$ cat src/rtl/snake_steer.sv
// Snake head steering: button edge intake, 2-deep direction queue, tick-paced movement.
// Define SNAKE_WRAP_EN to wrap at the playfield edges instead of flagging a wall hit.
module snake_steer #(
  parameter int unsigned TICK_PERIOD = 6000000,
  parameter int unsigned COORD_W     = 8,
  parameter int unsigned GRID_W      = 160,
  parameter int unsigned GRID_H      = 120,
  parameter int unsigned START_X     = 64,
  parameter int unsigned START_Y     = 64
) (
  input  logic               clk,
  input  logic               rst,
  input  logic               btn_left,
  input  logic               btn_right,
  input  logic               btn_up,
  input  logic               btn_down,
  input  logic               game_over,
  input  logic               pause,
  output logic [COORD_W-1:0] head_x,
  output logic [COORD_W-1:0] head_y,
  output logic [3:0]         dir,
  output logic               step_tick,
  output logic               wall_hit
);

  localparam int unsigned        CntW   = $clog2(TICK_PERIOD);
  localparam logic [CntW-1:0]    CntMax = CntW'(TICK_PERIOD - 1);
  localparam logic [COORD_W-1:0] XMax   = COORD_W'(GRID_W - 1);
  localparam logic [COORD_W-1:0] YMax   = COORD_W'(GRID_H - 1);

  logic [CntW-1:0]     cnt_q;
  logic [3:0]          btn_q;
  logic [1:0][3:0]     fifo_q, fifo_d;
  logic [1:0]          fill_q, fill_d, fill_mid;
  logic [3:0]          btn_now, rise, req, ref_dir, rev_ref, step_dir;
  logic                run, step, pop, push, edge_hit;
  logic [COORD_W-1:0]  nx, ny;

  // Button bits share the dir one-hot layout: {down, up, left, right}.
  always_comb begin
    btn_now = {btn_down, btn_up, btn_left, btn_right};
    rise    = btn_now & ~btn_q;
    req     = 4'b0000;
    if (rise[1])      req = 4'b0010;
    else if (rise[0]) req = 4'b0001;
    else if (rise[2]) req = 4'b0100;
    else if (rise[3]) req = 4'b1000;

    if (fill_q == 2'd2)      ref_dir = fifo_q[1];
    else if (fill_q == 2'd1) ref_dir = fifo_q[0];
    else                     ref_dir = dir;
    rev_ref = {ref_dir[2], ref_dir[3], ref_dir[0], ref_dir[1]};

    push = !game_over && (req != 4'b0000) && (req != ref_dir) && (req != rev_ref)
           && (fill_q != 2'd2);
    run  = !pause && !game_over && !wall_hit;
    step = run && (cnt_q == CntMax);
    pop  = step && (fill_q != 2'd0);
    step_dir = pop ? fifo_q[0] : dir;

    // Pop shifts first, then the push lands behind whatever remains.
    fifo_d   = fifo_q;
    fill_mid = fill_q - {1'b0, pop};
    if (pop) fifo_d[0] = fifo_q[1];
    fill_d = fill_mid;
    if (push) begin
      fifo_d[fill_mid[0]] = req;
      fill_d              = fill_mid + 2'd1;
    end
  end

  always_comb begin
    nx       = head_x;
    ny       = head_y;
    edge_hit = 1'b0;
    unique case (step_dir)
      4'b0001: begin
        if (head_x == XMax) begin nx = '0; edge_hit = 1'b1; end
        else nx = head_x + 1'b1;
      end
      4'b0010: begin
        if (head_x == '0) begin nx = XMax; edge_hit = 1'b1; end
        else nx = head_x - 1'b1;
      end
      4'b0100: begin
        if (head_y == '0) begin ny = YMax; edge_hit = 1'b1; end
        else ny = head_y - 1'b1;
      end
      4'b1000: begin
        if (head_y == YMax) begin ny = '0; edge_hit = 1'b1; end
        else ny = head_y + 1'b1;
      end
      default: ;
    endcase
  end

  always_ff @(posedge clk or posedge rst) begin
    if (rst) begin
      cnt_q     <= '0;
      btn_q     <= '0;
      fifo_q    <= '0;
      fill_q    <= '0;
      head_x    <= COORD_W'(START_X);
      head_y    <= COORD_W'(START_Y);
      dir       <= 4'b0001;
      step_tick <= 1'b0;
      wall_hit  <= 1'b0;
    end else begin
      btn_q     <= btn_now;
      fifo_q    <= fifo_d;
      fill_q    <= fill_d;
      step_tick <= step;
      if (run) cnt_q <= (cnt_q == CntMax) ? '0 : cnt_q + 1'b1;
      if (step) begin
        dir <= step_dir;
`ifdef SNAKE_WRAP_EN
        head_x <= nx;
        head_y <= ny;
`else
        if (edge_hit) begin
          wall_hit <= 1'b1;
        end else begin
          head_x <= nx;
          head_y <= ny;
        end
`endif
      end
    end
  end

endmodule

$ cat config.mk
export PLATFORM = sky130hd
export DESIGN_NAME = snake_steer
export DESIGN_NICKNAME = d
export VERILOG_FILES = /design/src/rtl/snake_steer.sv
export SDC_FILE = /design/constraint.sdc
export NUM_CORES = 1
export LEC_CHECK = 0
export BUFFER_PORTS_ARGS = -buffer_cell sky130_fd_sc_hd__buf_2
export CAP_MARGIN = 0
export CORE_ASPECT_RATIO = 1.5
export CORE_UTILIZATION = 35
export CTS_BUF_LIST = sky130_fd_sc_hd__clkbuf_4
export DETAILED_ROUTE_END_ITERATION = 6
export SLEW_MARGIN = 20
export SYNTH_ARGS = -nofsm -noshare
export SYNTH_HDL_FRONTEND = slang
export SYNTH_SLANG_ARGS = --single-unit
$ cat constraint.sdc
create_clock -name clk -period 6.05 [get_ports clk]
set_input_delay 1.21 -clock clk [delete_from_list [all_inputs] [get_ports clk]]
set_output_delay 1.21 -clock clk [all_outputs]
set_load 0.005 [all_outputs]
==> results.py, run 1 <==
metrics = {
    "run_status": {
        "status": "complete, no violations",
    },
    "clock_tree": {
        "htree_levels": 3,
        "clkTransAtPathRegs_ns": 0.10,
        "cts_buffers": 9,
        "cts_max_path_buffers": 2,
        "post_cts_buffers": 0,
        "cts_tree": "built",
        "hold_buffers": 0,
        "cts_sinks": 59,
        "root_buffer": "clkbuf_4",
        "clkLatencyLatePin_ns": 0.42,
        "cts-resized-gates": 0,
    },
    "routing": {
        "ant_nets": 0,
        "via_per_inst": 5.31,
        "wl_per_cell_um": 14.6,
        "num_vias": 3066,
        "drt_wl_total_um": 8430,
        "post-route-drc-count": 0,
        "drt-pass1-iter-count": 4,
        "drt_iter0_drc": 90,
    },
    "worst_setup_path": {
        "cp-endpoint": "head_x[3]$_DFFE_PP0P_",
        "startpoint_type": "primary input",
        "worst_ep_required_time_ns": 6.37,
        "arrival_ns": 3.95,
        "end_kind": "flip-flop",
        "r2r_cells": 7,
        "rrSetupSlack_ns": 2.79,
        "timing.rr.end": "head_x[3]$_DFFE_PP0P_",
        "r2r-start": "cnt_q[14]$_DFFE_PP0P_",
        "cp_max_fo": 16,
        "crit_type": "in2reg",
        "startpoint": "game_over",
    },
    "logic_synthesis": {
        "avgSynthCellArea_um2": 9.48,
        "async_flop_share_pct": 100,
        "ys_seq_area_share_pct": 38.8,
        "yosys_warnings": 0,
        "synth_top_area_share_pct": 36.7,
        "synthesis.nets": 420,
        "synth_area_leaders": "dfrtp_1, xor2_1, xnor2_1",
        "netlist_area_um2": 3820,
        "synthCells": 403,
        "synth_largest_area_cell": "dfrtp_1",
        "ys.flop_type": "dfrtp_1",
        "synth_cell_types": 67,
        "synth-seq-cells": 59,
        "synth_edf_count": 0,
    },
    "die": {
        "initial_core_util_pct": 36.1,
        "rows": 46,
        "dieArea_um2": 11300,
        "core_um2": 10600,
        "fp.dieH_um": 130,
        "fp.dieW_um": 87.3,
        "ios": 30,
    },
    "global_routing": {
        "grt_pass1_wl_um": 14400,
        "track_usage_pct": 16.4,
        "grt_max_degree": 60,
        "grt_pass1_vias": 3006,
        "antenna_found_initial": 1,
        "overflow": 0,
    },
    "pwr": {
        "ir_drop_uv": 136,
        "pwr_density_cell_nw_per_um2": 256,
        "power_leakage_nw": 1.91,
    },
    "place": {
        "place_area_um2": 4060,
        "dp_hpwl_um": 6010,
        "port_buffers": 29,
        "gp_congestion": 0.840,
    },
    "run": {
        "cap_viol_max_count": 0,
    },
    "timing": {
        "slew_violations": 0,
        "rsz0062_at_grt": "no",
        "maxSlewHeadroom_pct": 37.1,
        "fin_tns_setup_ns": 0,
        "hold_viol_final": 0,
        "worst_pin_slew_ns": 0.937,
        "setup_viol": 0,
        "fmax_ghz": 0.276,
        "period_share_pct": 60.0,
        "period_minus_slack_ns": 3.63,
        "finClkSkew_ns": 0.0153,
    },
    "cells_and_area": {
        "finish.instance_area_um2": 4170,
        "area_growth_pct": 9.21,
        "final_cell_mix": "dfrtp_1, nor2_1, buf_2",
        "final_common_cell": "dfrtp_1",
        "fin_util_pct": 39.4,
        "drive_gt1_share_pct": 17.4,
        "nets": 444,
    },
    "hold_path": {
        "hold_path_class": "reg2reg",
    },
}
state kept, by name, indices dropped and copies added, names as in the netlist:
signal and count:
dir 4, wall_hit 1, head_x 8, head_y 8, fifo_q 8, btn_q 4, fill_q 2, step_tick 1
cnt_q 23
logic make-up (layout without fill, tap and decap cells):
kind of cell	after synthesis	after routing	share of synthesized area (%)
fa+ha+maj	9	9	2.95
compound gates	56	56	10.7
simple gates	181	181	27.4
mux	23	23	6.29
buf+inv	32	61	4.00
other cells	0	1	0
xor+xnor	43	43	9.86
flops	59	59	38.8
cells in the mapped netlist (2+ instances only):
| library cell | n |
|---|---|
| nand3_1 | 21 |
| buf_2 | 5 |
| mux2_2 | 8 |
| inv_1 | 14 |
| nand2_1 | 20 |
| ha_1 | 9 |
| or3_1 | 4 |
| nor2_1 | 40 |
| nor3b_1 | 5 |
| o21a_1 | 3 |
| or4_1 | 2 |
| o21bai_1 | 2 |
| nand2b_1 | 10 |
| dfrtp_1 | 56 |
| o221ai_1 | 3 |
| mux2i_1 | 15 |
| and4_1 | 4 |
| clkbuf_1 | 8 |
| nand4b_1 | 2 |
| xor2_1 | 23 |
| or3b_2 | 2 |
| nor4b_1 | 3 |
| o21ai_0 | 14 |
| nor4_1 | 6 |
| o31ai_1 | 2 |
| a21oi_1 | 7 |
| nand4_1 | 9 |
| a311oi_1 | 2 |
| buf_6 | 2 |
| dfstp_2 | 3 |
| nor3_1 | 18 |
| xnor2_1 | 20 |
| nor3_2 | 2 |
| a31oi_1 | 2 |
| or4b_2 | 2 |
| nor2b_1 | 8 |
| o211ai_1 | 5 |
| and3_1 | 9 |
| and2_1 | 3 |
| buf_4 | 3 |
worst max-delay path, stage by stage:
cell	delay (ns)
buf_2	0.13
nor3_4	0.29
nand4_2	0.24
nor4_4	0.89
mux2_2	0.52
mux2_2	0.37
a2bb2oi_1	0.12
o21a_1	0.17
metal layers:
metal  GRT usage, %  wire (um)  vias to the layer above  share of wire [%]
met3           3.16        230                       15                2.7
met1           18.9       3670                     1496                 44
met2           28.4       4320                       47                 51
li1               -          -                     1508                  -
met4           8.58        203                        0                2.4
met5              0          0                        -                  0
area by class of cell:
type                       instances  area, um^2
antenna                            1        2.50
clock buffer                      11        82.6
clock inverter                     5        21.3
fill                            1115        6420
inverter                          14        52.6
multi-input combinational        312        2190
sequential                        59        1480
tap                              144         180
timing repair buffer              31         160
report_power, final:
part / switching (W) / internal [W]
Sequential: 0.0000733 / 0.000444
Clock: 0.000149 / 0.0000884
Combinational: 0.000163 / 0.000148
Total: 0.000386 / 0.000681
through the flow:
stage | hold slack (ns) | setup WS, ns | total power [W] | cells
global placement | 0.464 | 2.09 | 0.000821 | 560
global route | 0.530 | 2.21 | 0.00114 | 577
detailed placement | 0.474 | 2.00 | 0.000836 | 560
CTS | 0.495 | 2.46 | 0.00108 | 576
finish | 0.485 | 2.42 | 0.00107 | 577
floorplan | 0.446 | 2.75 | 0.000770 | 403
how the worst min path moves through the flow:
stage	to	depth (start not counted)	slack, ns	startpoint
4_1_cts	cnt_q[6]$_DFFE_PP0P_	1	0.49	cnt_q[6]$_DFFE_PP0P_
6_report	cnt_q[6]$_DFFE_PP0P_	1	0.49	cnt_q[6]$_DFFE_PP0P_
5_1_grt	cnt_q[6]$_DFFE_PP0P_	1	0.53	cnt_q[6]$_DFFE_PP0P_
3_3_place_gp	cnt_q[6]$_DFFE_PP0P_	1	0.46	cnt_q[6]$_DFFE_PP0P_
3_5_place_dp	cnt_q[6]$_DFFE_PP0P_	1	0.47	cnt_q[6]$_DFFE_PP0P_
2_1_floorplan	cnt_q[6]$_DFFE_PP0P_	1	0.45	cnt_q[6]$_DFFE_PP0P_
(Power assumes the default switching activity.)
==> run 2, diff against run 1 <==
==> constraint.sdc (replaced) <==
create_clock -name clk -period 3.8 [get_ports clk]
set_input_delay 0.76 -clock clk [delete_from_list [all_inputs] [get_ports clk]]
set_output_delay 0.76 -clock clk [all_outputs]
set_load 0.005 [all_outputs]
==> run 2 against run 1 <==
Clock power is 110% higher. Register-to-register slack worse by 1.9 ns. Die area is the same. Sequential share of layout area down 0.66 points. Count of clock-buffer cells in the layout decreased by 2. Core utilization grew 0.74 points. Wire length grew 1.2%. Global-route usage is 0.24 points higher. Critical path depth unchanged. Via count about the same. Setup slack lost 1.6 ns. Cell count grew 0.87%.
==> results.py, run 2 (synthesized netlist as in run 1, its figures left out) <==
metrics = {
    "run_status": {
        "status": "complete, no violations",
    },
    "routing": {
        "ant_nets": 0,
        "post-route-drc-count": 0,
        "num_vias": 3065,
        "drt_iter0_drc": 107,
        "via_per_inst": 5.27,
        "drt_wl_total_um": 8530,
        "drt-pass1-iter-count": 5,
        "wl_per_cell_um": 14.7,
    },
    "clock_tree": {
        "cts-resized-gates": 0,
        "htree_levels": 3,
        "cts_max_path_buffers": 2,
        "clkLatencyLatePin_ns": 0.42,
        "post_cts_buffers": 0,
        "root_buffer": "clkbuf_4",
        "cts_tree": "built",
        "cts_sinks": 59,
        "hold_buffers": 0,
        "cts_buffers": 9,
        "clkTransAtPathRegs_ns": 0.10,
    },
    "place": {
        "place_area_um2": 4100,
        "port_buffers": 29,
        "dp_hpwl_um": 6230,
        "pre_cts_ws_ns": 0.586,
        "gp_congestion": 0.833,
    },
    "cells_and_area": {
        "area_growth_pct": 11.3,
        "final_common_cell": "dfrtp_1",
        "fin_util_pct": 40.1,
        "top_register": "cnt_q",
        "finish.instance_area_um2": 4250,
        "largest_register_ffs": 23,
        "fillCellCount": 1120,
        "drive_gt1_share_pct": 17.8,
        "final_cell_mix": "dfrtp_1, nor2_1, buf_2",
        "nets": 449,
    },
    "die": {
        "initial_core_util_pct": 36.1,
        "fp.dieW_um": 87.3,
        "dieArea_um2": 11300,
        "rows": 46,
        "fp.dieH_um": 130,
        "ios": 30,
        "core_um2": 10600,
    },
    "global_routing": {
        "antenna_found_initial": 1,
        "grt_pass1_wl_um": 14400,
        "grt_pass1_vias": 2970,
        "overflow": 0,
        "grt_max_degree": 38,
        "track_usage_pct": 16.6,
    },
    "pwr": {
        "ir_drop_uv": 209,
        "power_leakage_nw": 1.94,
        "pwr_density_cell_nw_per_um2": 431,
    },
    "timing": {
        "fin_tns_setup_ns": 0,
        "rsz0062_at_grt": "no",
        "setup_viol": 0,
        "worst_pin_slew_ns": 0.781,
        "maxSlewHeadroom_pct": 47.9,
        "finClkSkew_ns": 0.0122,
        "hold_viol_final": 0,
        "period_share_pct": 77.1,
        "slew_violations": 0,
        "fin_ws_ns": 0.870,
        "fmax_ghz": 0.341,
        "fin_hold_ws_ns": 0.444,
        "period_minus_slack_ns": 2.93,
    },
    "worst_setup_path": {
        "r2r-start": "head_y[1]$_DFFE_PP0P_",
        "worst_ep_required_time_ns": 4.08,
        "end_kind": "flip-flop",
        "startpoint_type": "flip-flop",
        "crit_type": "reg2reg",
        "timing.rr.end": "head_y[7]$_DFFE_PP0P_",
        "cp_max_fo": 14,
        "r2r_cells": 8,
        "rrSetupSlack_ns": 0.87,
        "arrival_ns": 3.21,
        "startpoint": "head_y[1]$_DFFE_PP0P_",
        "cp-endpoint": "head_y[7]$_DFFE_PP0P_",
    },
    "hold_path": {
        "hold_path_class": "in2reg",
    },
    "run": {
        "cap_viol_max_count": 0,
    },
}
==> run 2: changes by cell type in the layout (fill, tap and decap cells not counted), moves of 2 or more <==
cell / previous run / this run
clkbuf_4: 11 / 9
clkinv_2: 2 / 0
bufinv_16: 0 / 2
buf_4: 2 / 7
==> run 2: power by group <==
group | internal, W | total (W) | switching [W]
Clock | 0.000258 | 0.000502 | 0.000244
Combinational | 0.000238 | 0.000507 | 0.000269
Sequential | 0.000707 | 0.000823 | 0.000115
==> run 2: cell type report <==
type	instances	area [um^2]	area share, %
multi-input cells	312	2190	51.4
flip-flops and latches	59	1480	34.8
repair buffers	36	198	4.65
well taps	144	180	4.24
clock inverters	7	82.6	1.94
clock buffers	9	67.6	1.59
inverters	14	52.6	1.24
diodes	1	2.50	0.0589
==> run 2: how the worst min path moves through the flow <==
stage	to	slack [ns]	from	depth (start not counted)
2_1_floorplan	cnt_q[6]$_DFFE_PP0P_	0.45	cnt_q[6]$_DFFE_PP0P_	1
3_3_place_gp	cnt_q[6]$_DFFE_PP0P_	0.46	cnt_q[6]$_DFFE_PP0P_	1
3_5_place_dp	cnt_q[6]$_DFFE_PP0P_	0.47	cnt_q[6]$_DFFE_PP0P_	1
4_1_cts	btn_q[2]$_DFF_PP0_	0.41	btn_up	1
5_1_grt	btn_q[2]$_DFF_PP0_	0.40	btn_up	1
6_report	btn_q[2]$_DFF_PP0_	0.44	btn_up	1
==> run 2: critical path, cell delays in order (launching register included) <==
cell and delay [ns]:
dfrtp_1 0.49, ha_1 0.24, nand4_1 0.21, or4b_2 0.70, a21boi_2 0.19, nor3b_1 0.08
o211ai_2 0.51, mux2i_1 0.25, o211ai_1 0.10
==> run 2: layer usage <==
metal,share of wire (%),vias up,GRT usage [%]
met5,0,-,0
met4,2.1,0,7.81
met1,43,1479,19.3
li1,-,1522,-
met2,52,51,28.8
met3,2.8,13,3.67
==> run 2: per-stage QoR <==
stage	instances	total power, W
detailed placement	565	0.00134
floorplan	403	0.00123
global route	582	0.00196
CTS	581	0.00186
global placement	565	0.00131
finish	582	0.00183
==> run 3, diff against run 2 <==
--- a/config.mk
+++ b/config.mk
@@ -5,6 +5,7 @@
 export SDC_FILE = /design/constraint.sdc
 export NUM_CORES = 1
 export LEC_CHECK = 0
+export ABC_AREA = 1
 export BUFFER_PORTS_ARGS = -buffer_cell sky130_fd_sc_hd__buf_2
 export CAP_MARGIN = 0
 export CORE_ASPECT_RATIO = 1.5
==> constraint.sdc (replaced) <==
create_clock -name clk -period 2.7 [get_ports clk]
set_input_delay 0.54 -clock clk [delete_from_list [all_inputs] [get_ports clk]]
set_output_delay 0.54 -clock clk [all_outputs]
set_load 0.005 [all_outputs]
==> run 3 against run 2 <==
Total power is 23% higher. Global-route usage is 0.26 points higher. Hold slack worse by 0.31 ns. First-iteration DRC count is 36% higher. Largest cell class unchanged. Sequential cell count stayed put. Via count is 19% higher. Register-to-register slack worse by 0.58 ns. Largest power group unchanged. Count of clock-buffer cells in the layout stayed put. Critical endpoint is now head_y[5]$_DFFE_PP0P_. Maximum frequency is 22% higher. Synthesized cell count is 35% higher. Critical path depth is 7 higher.
==> results.py, run 3 <==
metrics = {
    "clock_tree": {
        "post_cts_buffers": 0,
        "clkTransAtPathRegs_ns": 0.12,
        "cts_max_path_buffers": 2,
        "htree_levels": 3,
        "clkLatencyLatePin_ns": 0.44,
        "cts_buffers": 9,
        "cts_tree": "built",
        "root_buffer": "clkbuf_4",
        "hold_buffers": 0,
        "cts_sinks": 59,
    },
    "pwr": {
        "ir_drop_uv": 157,
        "power_leakage_nw": 2.29,
        "pwr_density_cell_nw_per_um2": 488,
    },
    "timing": {
        "setup_viol": 0,
        "rsz0062_at_grt": "no",
        "finClkSkew_ns": 0.0189,
        "slew_violations": 0,
        "fin_hold_ws_ns": 0.136,
        "period_share_pct": 89.1,
        "fin_tns_setup_ns": 0,
        "fmax_ghz": 0.416,
        "worst_pin_slew_ns": 0.575,
        "period_minus_slack_ns": 2.41,
        "hold_viol_final": 0,
        "maxSlewHeadroom_pct": 61.6,
    },
    "place": {
        "dp_hpwl_um": 7390,
        "port_buffers": 29,
        "gp_congestion": 0.881,
    },
    "global_routing": {
        "grt_pass1_vias": 3693,
        "grt_pass1_wl_um": 16400,
        "overflow": 0,
        "grt_max_degree": 28,
        "antenna_found_initial": 1,
        "track_usage_pct": 16.9,
    },
    "routing": {
        "drt-pass1-iter-count": 4,
        "via_per_inst": 4.91,
        "drt_wl_total_um": 9490,
        "post-route-drc-count": 0,
        "wl_per_cell_um": 12.8,
        "drt_iter0_drc": 146,
        "ant_nets": 0,
        "num_vias": 3645,
    },
    "logic_synthesis": {
        "synth-seq-cells": 59,
        "synth_largest_area_cell": "dfrtp_1",
        "synth_cell_types": 43,
        "synth_top_area_share_pct": 34.5,
        "avgSynthCellArea_um2": 7.44,
        "synthTopCellsByCount": "nand2_1, inv_1, dfrtp_1, nor2_1, o21ai_0",
        "synth_edf_count": 0,
        "synth_area_leaders": "dfrtp_1, nand2_1, inv_1",
        "yosys_warnings": 0,
        "netlist_area_um2": 4060,
        "async_flop_share_pct": 100,
        "ys_seq_area_share_pct": 36.5,
        "synthCells": 546,
        "ys.flop_type": "dfrtp_1",
        "synthesis.nets": 563,
        "synth.most_common_cell": "nand2_1",
    },
    "cells_and_area": {
        "largest_register_ffs": 23,
        "multiInputGateArea_um2": 2240,
        "area_growth_pct": 13.6,
        "fillCellCount": 1143,
        "fin_util_pct": 41.3,
        "final_cell_mix": "nand2_1, inv_1, dfrtp_1",
        "final_common_cell": "nand2_1",
        "seq_area_um2": 1480,
        "nets": 607,
        "drive_gt1_share_pct": 19.2,
        "top_register": "cnt_q",
    },
    "worst_setup_path": {
        "cp_max_fo": 12,
        "end_kind": "flip-flop",
        "worst_ep_required_time_ns": 3.03,
        "r2r_cells": 15,
        "arrival_ns": 2.74,
        "startpoint_type": "flip-flop",
        "crit_type": "reg2reg",
    },
    "die": {
        "ios": 30,
        "fp.dieW_um": 89.9,
        "fp.dieH_um": 134,
        "dieArea_um2": 12000,
        "core_um2": 11200,
        "rows": 47,
        "initial_core_util_pct": 36.3,
    },
    "hold_path": {
        "hold_path_class": "in2async",
    },
    "run_status": {
        "status": "complete, no violations",
    },
    "run": {
        "cap_viol_max_count": 0,
    },
}
[run 3: timing repair]
item | in CTS | in global routing
gates resized for setup | 0 | 7
endpoints found under the hold margin | 0 | 0
endpoints found under the setup margin | 0 | 11
[run 3: area by class of cell]
cell class | count | area share [%]
Clock buffer | 9 | 1.46
Tap cell | 147 | 3.99
Timing Repair Buffer | 41 | 5.10
Multi-Input combinational cell | 397 | 48.5
Antenna cell | 1 | 0.0542
Clock inverter | 7 | 2.01
Sequential cell | 59 | 32.1
Inverter | 82 | 6.78
[run 3: final timing paths]
path                                  startpoint  slack (ns)               endpoint
hold / removal                               rst        0.14   cnt_q[6]$_DFFE_PP0P_
min in group clk                          btn_up        0.21     btn_q[2]$_DFF_PP0_
max in group asynchronous                    rst        1.83  head_y[6]$_DFFE_PP1P_
setup / recovery            cnt_q[9]$_DFFE_PP0P_        0.29  head_y[5]$_DFFE_PP0P_
hold reg to reg            head_y[6]$_DFFE_PP1P_        0.52  head_y[6]$_DFFE_PP1P_
setup reg to reg            cnt_q[9]$_DFFE_PP0P_        0.29  head_y[5]$_DFFE_PP0P_
[run 3: cell families (layout without fill, tap and decap cells)]
kind of cell / count (synthesis) / in the layout / synth area share (%)
DFF: 59 / 59 / 36.5
muxes: 1 / 1 / 0.247
and+or+nand+nor: 277 / 277 / 33.6
xor gates and xnor gates: 28 / 28 / 6.04
AOI/OAI and AO/OA: 82 / 82 / 11.9
buffers and inverters: 90 / 139 / 9.03
other: 0 / 1 / 0
adders and majority gates: 9 / 9 / 2.77
[run 3: metrics by stage]
step                std cells  setup slack, ns  total power (W)  instance area [um^2]
finish                    743            0.295          0.00225                  4610
global route              743           0.0285          0.00239                  4610
CTS                       742            0.197          0.00228                  4580
detailed placement        726           0.0889          0.00153                  4420
global placement          726            0.133          0.00152                  4420
floorplan                 546            0.449          0.00138                  4060
[run 3: layer usage]
layer,track usage (%),wire length (um),vias to the layer above
met3,3.40,290,30
met2,31.4,5040,63
met1,17.7,3820,1699
met5,0,0,-
met4,9.41,336,0
li1,-,-,1853
[run 3: report_power, final]
part / leakage [nW] / internal [W] / switching, W
Sequential: 0.743 / 0.000953 / 0.0000530
Clock: 0.0796 / 0.000371 / 0.000363
Combinational: 1.47 / 0.000182 / 0.000326
Total: 2.29 / 0.00151 / 0.000743
[run 3: worst max-delay path, stage by stage, from the launching register on]
cell	delay, ns
dfrtp_1	0.45
inv_2	0.11
nand2_1	0.07
nor2_1	0.14
nand2_1	0.12
nor2_4	0.13
buf_4	0.14
nand4_1	0.14
nand2_4	0.16
clkinv_1	0.08
nor2_1	0.16
o21ai_1	0.15
nor2_2	0.16
nand2_4	0.16
nand2_1	0.11
o21ai_2	0.05
